### config.mk
export PLATFORM = sky130hd
export DESIGN_NAME = mod_mult_check
export DESIGN_NICKNAME = d
export VERILOG_FILES = /design/src/rtl/mod_arith_pkg.sv /design/src/rtl/mod_add_reduce.sv /design/src/rtl/mod_mult_check.sv
export SDC_FILE = /design/constraint.sdc
export NUM_CORES = 1
export LEC_CHECK = 0
export BUFFER_PORTS_ARGS = -buffer_cell sky130_fd_sc_hd__buf_2
export CELL_PAD_IN_SITES_DETAIL_PLACEMENT = 2
export CELL_PAD_IN_SITES_GLOBAL_PLACEMENT = 2
export CORE_MARGIN = 3
export CORE_UTILIZATION = 32
export DETAILED_ROUTE_END_ITERATION = 6
export GPL_ROUTABILITY_DRIVEN = 0
export PLACE_DENSITY_LB_ADDON = 0.1
export SYNTH_ARGS = -nofsm -noshare
export SYNTH_HDL_FRONTEND = slang
export SYNTH_SLANG_ARGS = --single-unit
### constraint.sdc
create_clock -name clk -period 5.2 [get_ports clk]
set_input_delay 0.78 -clock clk [delete_from_list [all_inputs] [get_ports clk]]
set_output_delay 0.78 -clock clk [all_outputs]
set_load 0.005 [all_outputs]
### src/rtl/mod_arith_pkg.sv
// Shared width, FSM encoding and constants for the mod-p multiply/check datapath.
// Pure declarations; no logic, no latency, no flow control.
package mod_arith_pkg;

  localparam int W = 8;

  typedef enum logic [1:0] {
    IDLE = 2'd0,
    MUL  = 2'd1,
    DONE = 2'd2
  } state_t;

  // Value the product must equal for the inverse pair to be accepted
  localparam int ONE_VAL = 1;

endpackage

### src/rtl/mod_add_reduce.sv
// Combinational (a+b) mod p for a,b < p using a W+1-bit sum and one conditional subtract.
// Zero latency; no flow control.
module mod_add_reduce #(
  parameter int W = 8
) (
  input  logic [W-1:0] a,
  input  logic [W-1:0] b,
  input  logic [W-1:0] p,
  output logic [W-1:0] sum
);

  logic [W:0] raw;
  logic [W:0] red;

  always_comb begin
    raw = {1'b0, a} + {1'b0, b};
    red = (raw >= {1'b0, p}) ? (raw - {1'b0, p}) : raw;
    sum = red[W-1:0];
  end

endmodule

### src/rtl/mod_mult_check.sv
// MSB-first double-and-add (x*y) mod p, flags result==1; done W+1 cycles after start (2 on bad operands).
// start is only sampled in IDLE; requests while busy or in the done cycle are dropped, not queued.
module mod_mult_check
  import mod_arith_pkg::*;
#(
  parameter int W = mod_arith_pkg::W
) (
  input  logic         clk,
  input  logic         rst,
  input  logic         start,
  input  logic [W-1:0] x,
  input  logic [W-1:0] y,
  input  logic [W-1:0] prime,
  output logic         busy,
  output logic         done,
  output logic [W-1:0] result,
  output logic         is_one,
  output logic         err
);

  localparam int CW = (W > 1) ? $clog2(W) : 1;

  state_t         state;
  logic [W-1:0]   xr;
  logic [W-1:0]   yr;
  logic [W-1:0]   pr;
  logic [W-1:0]   acc;
  logic [CW-1:0]  cnt;
  logic           err_pend;

  logic [W-1:0]   dbl;
  logic [W-1:0]   dbl_add;
  logic [W-1:0]   nxt;
  logic           op_bad;

  mod_add_reduce #(.W(W)) u_dbl (
    .a   (acc),
    .b   (acc),
    .p   (pr),
    .sum (dbl)
  );

  mod_add_reduce #(.W(W)) u_add (
    .a   (dbl),
    .b   (xr),
    .p   (pr),
    .sum (dbl_add)
  );

  assign nxt    = yr[cnt] ? dbl_add : dbl;
  assign op_bad = (prime < W'(2)) || (x >= prime) || (y >= prime);

  // Bad operands still spend one MUL cycle so the error path has a fixed 2-cycle latency
  always_ff @(posedge clk) begin
    if (rst) begin
      state    <= IDLE;
      xr       <= '0;
      yr       <= '0;
      pr       <= '0;
      acc      <= '0;
      cnt      <= '0;
      err_pend <= 1'b0;
      busy     <= 1'b0;
      done     <= 1'b0;
      result   <= '0;
      is_one   <= 1'b0;
      err      <= 1'b0;
    end else begin
      case (state)
        IDLE: begin
          done <= 1'b0;
          if (start) begin
            xr       <= x;
            yr       <= y;
            pr       <= prime;
            acc      <= '0;
            cnt      <= CW'(W - 1);
            err_pend <= op_bad;
            busy     <= 1'b1;
            state    <= MUL;
          end
        end
        MUL: begin
          if (err_pend) begin
            state  <= DONE;
            done   <= 1'b1;
            result <= '0;
            is_one <= 1'b0;
            err    <= 1'b1;
          end else begin
            acc <= nxt;
            cnt <= cnt - CW'(1);
            if (cnt == '0) begin
              state  <= DONE;
              done   <= 1'b1;
              result <= nxt;
              is_one <= (nxt == W'(ONE_VAL));
              err    <= 1'b0;
            end
          end
        end
        DONE: begin
          done  <= 1'b0;
          busy  <= 1'b0;
          state <= IDLE;
        end
        default: begin
          state <= IDLE;
          busy  <= 1'b0;
          done  <= 1'b0;
        end
      endcase
    end
  end

endmodule

Word level (Yosys, flattened, before mapping)
Cells that the tools add are included.
{ "totals": {"regBits": 50, "output_inout_bits": 12, "in_bits": 27, "word_cells": 66} }
{ "classes": {"eq_ne": 5, "order_cmp": 6, "bitwise": 1, "reduce_logical": 12, "add_sub_neg": 5, "muxes": 25} }
{ "ops": {"columns": ["cell", "n"], "rows": [
  ["$mux W8", 7],
  ["$add A8 B8 Y9", 2],
  ["$ge A9 B8 Y1", 2],
  ["$ge A8 B8 Y1", 2],
  ["$pmux W8 S2", 1],
  ["$sub A8 B8 Y8", 2],
  ["$eq A8 B1 Y1 const B", 1],
  ["$lt A8 B2 Y1 const B", 1],
  ["$mux W1", 8],
  ["$reduce_and A2 Y1", 4],
  ["$mux W2", 3],
  ["$mux W3", 2],
  ["$pmux W3 S2", 1],
  ["$lt A3 B4 Y1 const B", 1],
  ["$ne A2 B2 Y1 const B", 2],
  ["$pmux W2 S2", 1],
  ["$reduce_bool A2 Y1", 2],
  ["$bmux W1 S3", 1],
  ["$logic_not A3 Y1", 1],
  ["$ne A3 B3 Y1 const B", 1],
  ["$reduce_and A3 Y1", 1],
  ["$sub A3 B1 Y3 const B", 1],
  ["$eq A2 B1 Y1 const B", 1],
  ["$logic_not A2 Y1", 1],
  ["other kinds (4)", 5]
]} }

Depth between registers and ports, before layout
Gate-level depths: netlist of the first run.
{ "depth": {"depth_word": 10, "depth_mapped": 26, "mapped_depth_nobuf": 23} }

Modules after synthesis
A second synthesis of the first run with hierarchy kept.
{ "hier_totals": {"cells_unflattened": 474, "hier_area_um2": 3930.0} }
{ "modules_own_cells": {"columns": ["module", "n_inst", "seq_area_each_um2", "area_per_inst_um2", "cells_each"], "rows": [
  ["mod_mult_check", 1, 1001.0, 2321.0, 278],
  ["mod_add_reduce", 2, 0.0, 804.5, 98]
]} }

Worst setup path before layout of the first run
Ideal clock, no wire load.
{ "synth_path": {"kind": "reg2reg", "startpoint": "reg pr[1]", "endpoint": "reg is_one", "stages_incl_launch_ff": 23, "t_arrival_ns": 4.897, "required_ns": 5.131, "setup_slack_ns": 0.234, "n_path_buf": 2, "synth_period_minus_slack_ns": 4.966, "path_cell_list": "dfxtp_1 inv_1 ha_1 ha_1 or3_1 a21oi_1 o311a_1 buf_6 mux2_2 ha_1 a21oi_1 o211ai_1 o41ai_1 xnor2_1 ha_1 and4_1 a31oi_1 and3_4 buf_6 mux2i_1 mux2i_1 or4_1 o21ai_1"} }
{ "synth_between": {"elab_chain_cells": 9} }
{ "synth_rtl": {"columns": ["element", "line", "text"], "rows": [
  ["start: declaration", "mod_mult_check.sv:26", "logic [W-1:0] pr;"],
  ["start signal: assignment", "mod_mult_check.sv:75", "pr <= prime;"],
  ["$sub A8 B8 Y8 / $ge A9 B8 Y1 (equally long branches)", "mod_add_reduce.sv:17", "red = (raw >= {1'b0, p}) ? (raw - {1'b0, p}) : raw;"],
  ["$mux W8", "mod_add_reduce.sv:17", null],
  ["$add A8 B8 Y9", "mod_add_reduce.sv:16", "raw = {1'b0, a} + {1'b0, b};"],
  ["$sub A8 B8 Y8 / $ge A9 B8 Y1 (equally long branches)", "mod_add_reduce.sv:17", null],
  ["$mux W8", "mod_add_reduce.sv:17", null],
  ["$mux W8 (*)", "mod_mult_check.sv:50", "assign nxt = yr[cnt] ? dbl_add : dbl;"],
  ["$eq A8 B1 Y1 (*)", "mod_mult_check.sv:97", "is_one <= (nxt == W'(ONE_VAL));"],
  ["$mux W1 (*)", "mod_mult_check.sv:93", "if (cnt == '0) begin"],
  ["$mux W1 (*)", "mod_mult_check.sv:84", "if (err_pend) begin"],
  ["end signal: assignment", "mod_mult_check.sv:97", null],
  ["end: declaration", "mod_mult_check.sv:17", "output logic is_one,"]
]} }
Every way passes the cells marked *; elsewhere a longest branch is shown, timed or not. The select of a mux whose other input is x is not followed.
A chain may end at the register's enable or synchronous reset.

Worst setup path after layout of the first run
Same ends and word-level chain as after synthesis.

==> reports/results.ini, run 1 <==
[final_layout]
fillers=1227
final_nets=575
final_cell_area_um2=4678
multiInputGateArea_um2=2694
seq_area_um2=1003
drive_gt1_share_pct=29.03
n_antenna_cell=0
area_delta_synth_final_pct=30.05

[floorplan]
initial_utilization_pct=32.89
rows=38
io_pins=39
die_w_um=112.0
die_y_um=112.0
coreArea_um2=10940
die_area_um2=12550

[timing]
min_period_ns=5.156
setup_violations=0
final_hold_viol_count=0
slew-limit-headroom_pct=33.35
slew_viol_final=0
setup_slack_ns=0.04397
timing.fmax_mhz=193.9
tightest_slew_ns=0.9997
fin_setup_tns_ns=0
fin_skew_ns=0.007652
post-route-period-util_pct=99.15
rsz0062_at_grt=yes
whs_ns=0.4586

[logic_synthesis]
synthFlopType=dfxtp_1
netlist_area_um2=3597
synth_seq_area_share_pct=27.83
async_flop_share_pct=0
synth_edf_count=0
synth.distinct_cells=63
ys_warn_count=0
synthCells=434
syn_nets=507
syn_area_per_cell_um2=8.288
ys_seq_elements=50

[outcome]
status=completed

[clock_tree]
clock_latency_ns=0.30
cts_sinks=50
htree_levels=2
root_buffer=clkbuf_16
clk_pin_slew_ns=0.08
numCtsBuffers=5
tritoncts=built
cts_hold_buf=0
cts_max_path_buffers=2

[power_and_ir_drop]
powerDensity_nw_per_um2=562.8
power.leakage_uw=0.002074
vdd_drop_max_v=0.0002875

[global_route]
overflow=0
grt_pass1_wl_um=20100
grt_use_total_pct=20.00
grt_pass1_vias=3761
grt_max_degree=53
antenna_found_initial=0

[routing]
wl_um=13140
ant_nets=0
post-route-drc-count=0
drtIter0Drc=137
wire_per_inst_um=20.44
vias=3403
routed_via_density=5.292
drt_first_pass_iters=4

[placed_design]
hpwl_um=9481
io_buffers=38
placed_area_um2=4026
pre_cts_slack_ns=-0.2237

[setup_path]
start_kind=flop
worstPathRequired_ns=5.44
critical_path.max_fanout=7
end_kind=flop
path_class=flop to flop
crit_arrival_ns=5.39

[job]
maxCapViolCount=0

[hold_path]
hp-class=flop to flop

[critical path, stage by stage, from the launching register on]
cell and delay (ns):
dfxtp_2 0.34, inv_2 0.05, ha_4 0.22, ha_4 0.15, or3_1 0.38, a21oi_2 0.15, o311a_4 0.21, buf_6 0.13
mux2i_4 0.23, inv_2 0.07, ha_4 0.31, nand3_2 0.07, o211ai_1 0.23, nor2_1 0.11, xnor2_1 0.28, ha_1 0.33
o21a_1 0.23, o21ai_1 0.16, a31o_1 0.15, and3_4 0.29, mux2i_1 0.22, mux2i_1 0.13, or4_1 0.51, o21ai_1 0.15
[final cells by class]
type	count	area share [%]
Clock buffer	5	2.675
Clock inverter	3	1.016
Inverter	34	2.728
Multi-Input combinational cell	332	57.58
Sequential cell	50	21.45
Tap cell	140	3.744
Timing Repair Buffer	79	10.81
[kinds of logic after synthesis]
| logic type | Yosys count | share of synthesized area, % |
|---|---|---|
| AND/OR/NAND/NOR | 139 | 18.16 |
| multiplexers | 20 | 6.504 |
| buffers and inverters | 52 | 6.156 |
| adder cells (fa/ha/maj) | 46 | 16.63 |
| AO/OA/AOI/OAI | 114 | 21.57 |
| flip-flops | 50 | 27.83 |
| XOR/XNOR | 13 | 3.165 |
[cell usage in the layout, fill, tap and decap left out, types with 6 or more instances in the layout]
cell	netlist	routed
xnor2_1	11	8
buf_2	0	38
nand3_1	7	6
a22oi_1	15	15
o21ai_0	8	7
o21a_1	6	6
ha_4	0	11
nor2_1	35	34
nand2b_1	8	8
inv_2	1	6
nand2_1	57	57
buf_4	3	39
nor2b_1	9	8
a21oi_1	38	35
dfxtp_1	50	48
inv_1	33	28
ha_1	43	31
mux2i_1	13	7
a21o_1	10	10
[synthesized netlist by cell type, types with 3 or more instances]
library cell,instances,area (um^2)
a211o_1,3,26.28
nor2_1,35,131.4
o21ai_1,3,15.01
xnor2_1,11,96.34
a22oi_1,15,112.6
nand2_1,57,214.0
nor3_1,4,20.02
mux2i_1,13,130.1
mux2_2,4,45.04
fa_1,3,60.06
inv_1,33,123.9
nand3_1,7,35.03
buf_4,3,22.52
clkbuf_1,13,48.80
dfxtp_1,50,1001
a21oi_1,38,190.2
a21o_1,10,75.07
a211oi_1,3,22.52
o211ai_1,3,22.52
nand2b_1,8,50.05
o21a_1,6,45.04
ha_1,43,538.0
o21ai_0,8,40.04
nor2b_1,9,56.30
[per-layer routing]
layer	wire length [um]	GRT usage (%)	share of wire, %	vias up
li1	-	-	-	1665
met1	5909	25.59	45	1685
met2	6891	35.89	52	41
met3	199	2.588	1.5	12
met4	143	4.647	1.1	0
met5	0	0	0	-
[registers in the layout (all words and copies together) (netlist names)]
signal,flops
pr,8
cnt,3
yr,8
state,2
result,8
done,1
acc,8
busy,1
err_pend,1
err,1
is_one,1
xr,8
[through the flow]
| stage | util [%] | cells | power, uW |
|---|---|---|---|
| 2_1_floorplan | - | 434 | 1333 |
| 3_3_place_gp | 36.82 | 615 | 1636 |
| 3_5_place_dp | 36.82 | 615 | 1683 |
| 4_1_cts | 40.29 | 633 | 2313 |
| 5_1_grt | 42.78 | 643 | 2793 |
| 6_report | 42.78 | 643 | 2633 |
[timing repair]
| item | CTS | global route |
|---|---|---|
| cloned | 0 | 0 |
| endpoints found under the setup margin | 6 | 17 |
| buffers inserted | 10 | 10 |
| pin swaps | 9 | 23 |
| gates resized for setup | 23 | 34 |
[where the power goes]
group / internal, uW / switching, uW / leakage (uW) / total [uW]
sequential: 415 / 30.8 / 0.000410 / 445
clock: 231 / 165 / 0.0000848 / 397
combinational: 891 / 900 / 0.00158 / 1790
total: 1540 / 1100 / 0.00207 / 2630
[path summary, 6_finish.rpt]
| check | depth (start not counted) | startpoint | slack [ns] | end |
|---|---|---|---|---|
| worst min register to register | 2 | busy | 0.46 | busy |
| worst max register to register | 23 | pr[1] | 0.04 | is_one |
| worst min-delay path | 2 | busy | 0.46 | busy |
| worst max-delay path | 23 | pr[1] | 0.04 | is_one |
(Power assumes the default switching activity.)
==> run 2: changes to the inputs <==
--- a/config.mk
+++ b/config.mk
@@ -6,6 +6,7 @@
 export NUM_CORES = 1
 export LEC_CHECK = 0
 export BUFFER_PORTS_ARGS = -buffer_cell sky130_fd_sc_hd__buf_2
+export CAP_MARGIN = 5
 export CELL_PAD_IN_SITES_DETAIL_PLACEMENT = 2
 export CELL_PAD_IN_SITES_GLOBAL_PLACEMENT = 2
 export CORE_MARGIN = 3
@@ -13,6 +14,7 @@
 export DETAILED_ROUTE_END_ITERATION = 6
 export GPL_ROUTABILITY_DRIVEN = 0
 export PLACE_DENSITY_LB_ADDON = 0.1
+export SETUP_SLACK_MARGIN = 0.2
 export SYNTH_ARGS = -nofsm -noshare
 export SYNTH_HDL_FRONTEND = slang
 export SYNTH_SLANG_ARGS = --single-unit
==> constraint.sdc (replaced) <==
create_clock -name clk -period 5.2 [get_ports clk]
set_input_delay 0.78 -clock clk [delete_from_list [all_inputs] [get_ports clk]]
set_output_delay 0.78 -clock clk [all_outputs]
set_load 0.1 [all_outputs]
==> reports/results.ini, run 2 (same netlist as run 1, synthesis figures left out) <==
[routing]
ant_nets=0  ; unchanged
routed_via_density=5.436  ; +2.7%
post-route-drc-count=0  ; unchanged
drt_first_pass_iters=4  ; unchanged
wire_per_inst_um=22.45  ; +9.8%
vias=3566  ; +4.8%
drtIter0Drc=106  ; -23%
wl_um=14720  ; +12%

[final_layout]
layout_commonest_cell=nand2_1
mostFrequentLayoutCells=nand2_1, dfxtp_1, buf_4
multiInputGateArea_um2=2863  ; +6.3%
area_delta_synth_final_pct=38.19
fillers=1202  ; -2.0%
n_antenna_cell=0  ; unchanged
seq_area_um2=1003  ; unchanged
drive_gt1_share_pct=36.05  ; +7.0 points
final_nets=588  ; +2.3%
final_cell_area_um2=4971  ; +6.3%

[timing]
timing.fmax_mhz=186.0  ; -4.1%
final_hold_viol_count=0  ; unchanged
setup_slack_ns=-0.1773  ; -0.2212 ns
fin_skew_ns=0.008189  ; +0.0005371 ns
rsz0062_at_grt=yes
setup_violations=4  ; +4
min_period_ns=5.377  ; +0.2212 ns
slew_viol_final=0  ; unchanged
post-route-period-util_pct=103.4  ; +4.3 points
slew-limit-headroom_pct=30.14  ; -3.2 points
tightest_slew_ns=1.048  ; +0.04815 ns

[outcome]
status=finished with violations
violations=setup timing

[clock_tree]
root_buffer=clkbuf_16
clock_latency_ns=0.30  ; about the same
cts_max_path_buffers=2  ; unchanged
numCtsBuffers=5  ; unchanged
clk_pin_slew_ns=0.08  ; about the same
tritoncts=built
htree_levels=2  ; unchanged
cts_sinks=50  ; unchanged

[global_route]
grt_max_degree=53  ; unchanged
antenna_found_initial=0  ; unchanged
overflow=0  ; unchanged
grt_pass1_wl_um=21060  ; +4.8%
grt_use_total_pct=21.09  ; +1.1 points
grt_pass1_vias=3858  ; +2.6%

[setup_path]
r2r-start=pr[1]
path_common_cell=ha_4
crit_arrival_ns=5.61  ; +0.22 ns
end_kind=flop
critical_path.max_fanout=6  ; -1
path_cells=inv_2 > ha_4 > ha_4 > or3_4 > a21oi_4 > o311a_4 > buf_6 > mux2i_4 > inv_2 > ha_4 > nand2_2 > o211ai_1 > buf_4 > o41ai_4 > xnor2_2 > ha_4 > and4_4 > a31oi_4 > and3_4 > buf_6 > mux2i_1 > mux2i_1 > or4_1 > o21ai_1
worstSetupStartpoint=pr[1]
worstPathRequired_ns=5.44  ; about the same
cp_slowest_cell=or4_1
path_class=flop to flop
max_stage_delay_ns=0.45  ; -0.06 ns
start_kind=flop

[floorplan]
coreArea_um2=10940  ; unchanged
die_w_um=112.0  ; unchanged
initial_utilization_pct=32.89  ; unchanged
io_pins=39  ; unchanged
rows=38  ; unchanged
die_area_um2=12550  ; unchanged
die_y_um=112.0  ; unchanged

[power_and_ir_drop]
powerDensity_nw_per_um2=632.3  ; +12%
p_int_uw=1782  ; +16%
switchingPower_uw=1361  ; +24%
power_uw=3143  ; +19%
pwr-share-comb_pct=73.1  ; +5.1 points
power.leakage_uw=0.002186  ; +5.4%
p_clk_share_pct=12.7  ; -2.4 points
pwr-share-seq_pct=14.2  ; -2.7 points
switching_share_pct=43.31  ; +1.7 points
vdd_drop_max_v=0.0004028  ; +40%

[hold_path]
min_from=busy
hp-class=flop to flop

[placed_design]
hpwl_um=9481  ; unchanged
placed_area_um2=4026  ; unchanged
io_buffers=38  ; unchanged

[job]
maxCapViolCount=0  ; unchanged

-- run 2: power by group through the flow --
stage	Clock [uW]	Combinational (uW)	Sequential, uW
2_1_floorplan	0	892	479
3_3_place_gp	0	1230	449
4_1_cts	402	1610	445
6_report	398	2300	446
3_5_place_dp	0	1270	450
5_1_grt	420	2430	452
-- run 2: layout make-up --
class	count	area share (%)
Multi-Input combinational cell	332	57.59
Inverter	34	2.567
Tap cell	140	3.524
Clock buffer	5	2.517
Sequential cell	50	20.19
Timing Repair Buffer	92	12.66
Clock inverter	3	0.9565
-- run 2: critical path, delay by kind of cell (launching register included) --
family | cells | cell delay, ns
AOI/OAI and AO/OA | 6 | 1.19
buffers and inverters | 5 | 0.59
adders and majority gates | 4 | 0.90
and+or+nand+nor | 5 | 1.37
DFF | 1 | 0.35
xor gates and xnor gates | 1 | 0.19
muxes | 3 | 0.70
-- run 2: final timing paths --
kind	to	slack, ns	depth (start not counted)
worst min-delay path	busy	0.46	2
worst min register to register	busy	0.46	2
worst max-delay path	is_one	-0.18	24
worst max register to register	is_one	-0.18	24
-- run 2: repair_timing --
| action | CTS | global route |
|---|---|---|
| setup buffers | 15 | 18 |
| endpoints found under the hold margin | 0 | 0 |
| resized for setup | 41 | 58 |
| hold buffers | 0 | 0 |
| setup endpoints to repair | 17 | 17 |
| pin swaps | 21 | 40 |
-- run 2: metal layers --
layer	up-vias	GRT usage (%)	part of all wire [%]
met5	-	0	0
met4	0	5.288	4.5
met3	34	1.995	1.9
met2	53	38.09	50
met1	1785	27.09	43
li1	1694	-	-
-- run 2: through the flow --
step	utilization (%)	setup TNS [ns]	worst slack (ns)	hold WS [ns]	instances
after global routing	45.46	-2.090	-0.3521	0.4809	656
after detailed placement	36.82	-0.4372	-0.2237	0.4530	615
after CTS	41.48	0	0.1086	0.4645	638
final	45.46	-0.2542	-0.1773	0.4587	656
after floorplan	-	0	0.2344	0.4331	434
after global placement	36.82	0	0.03214	0.4421	615
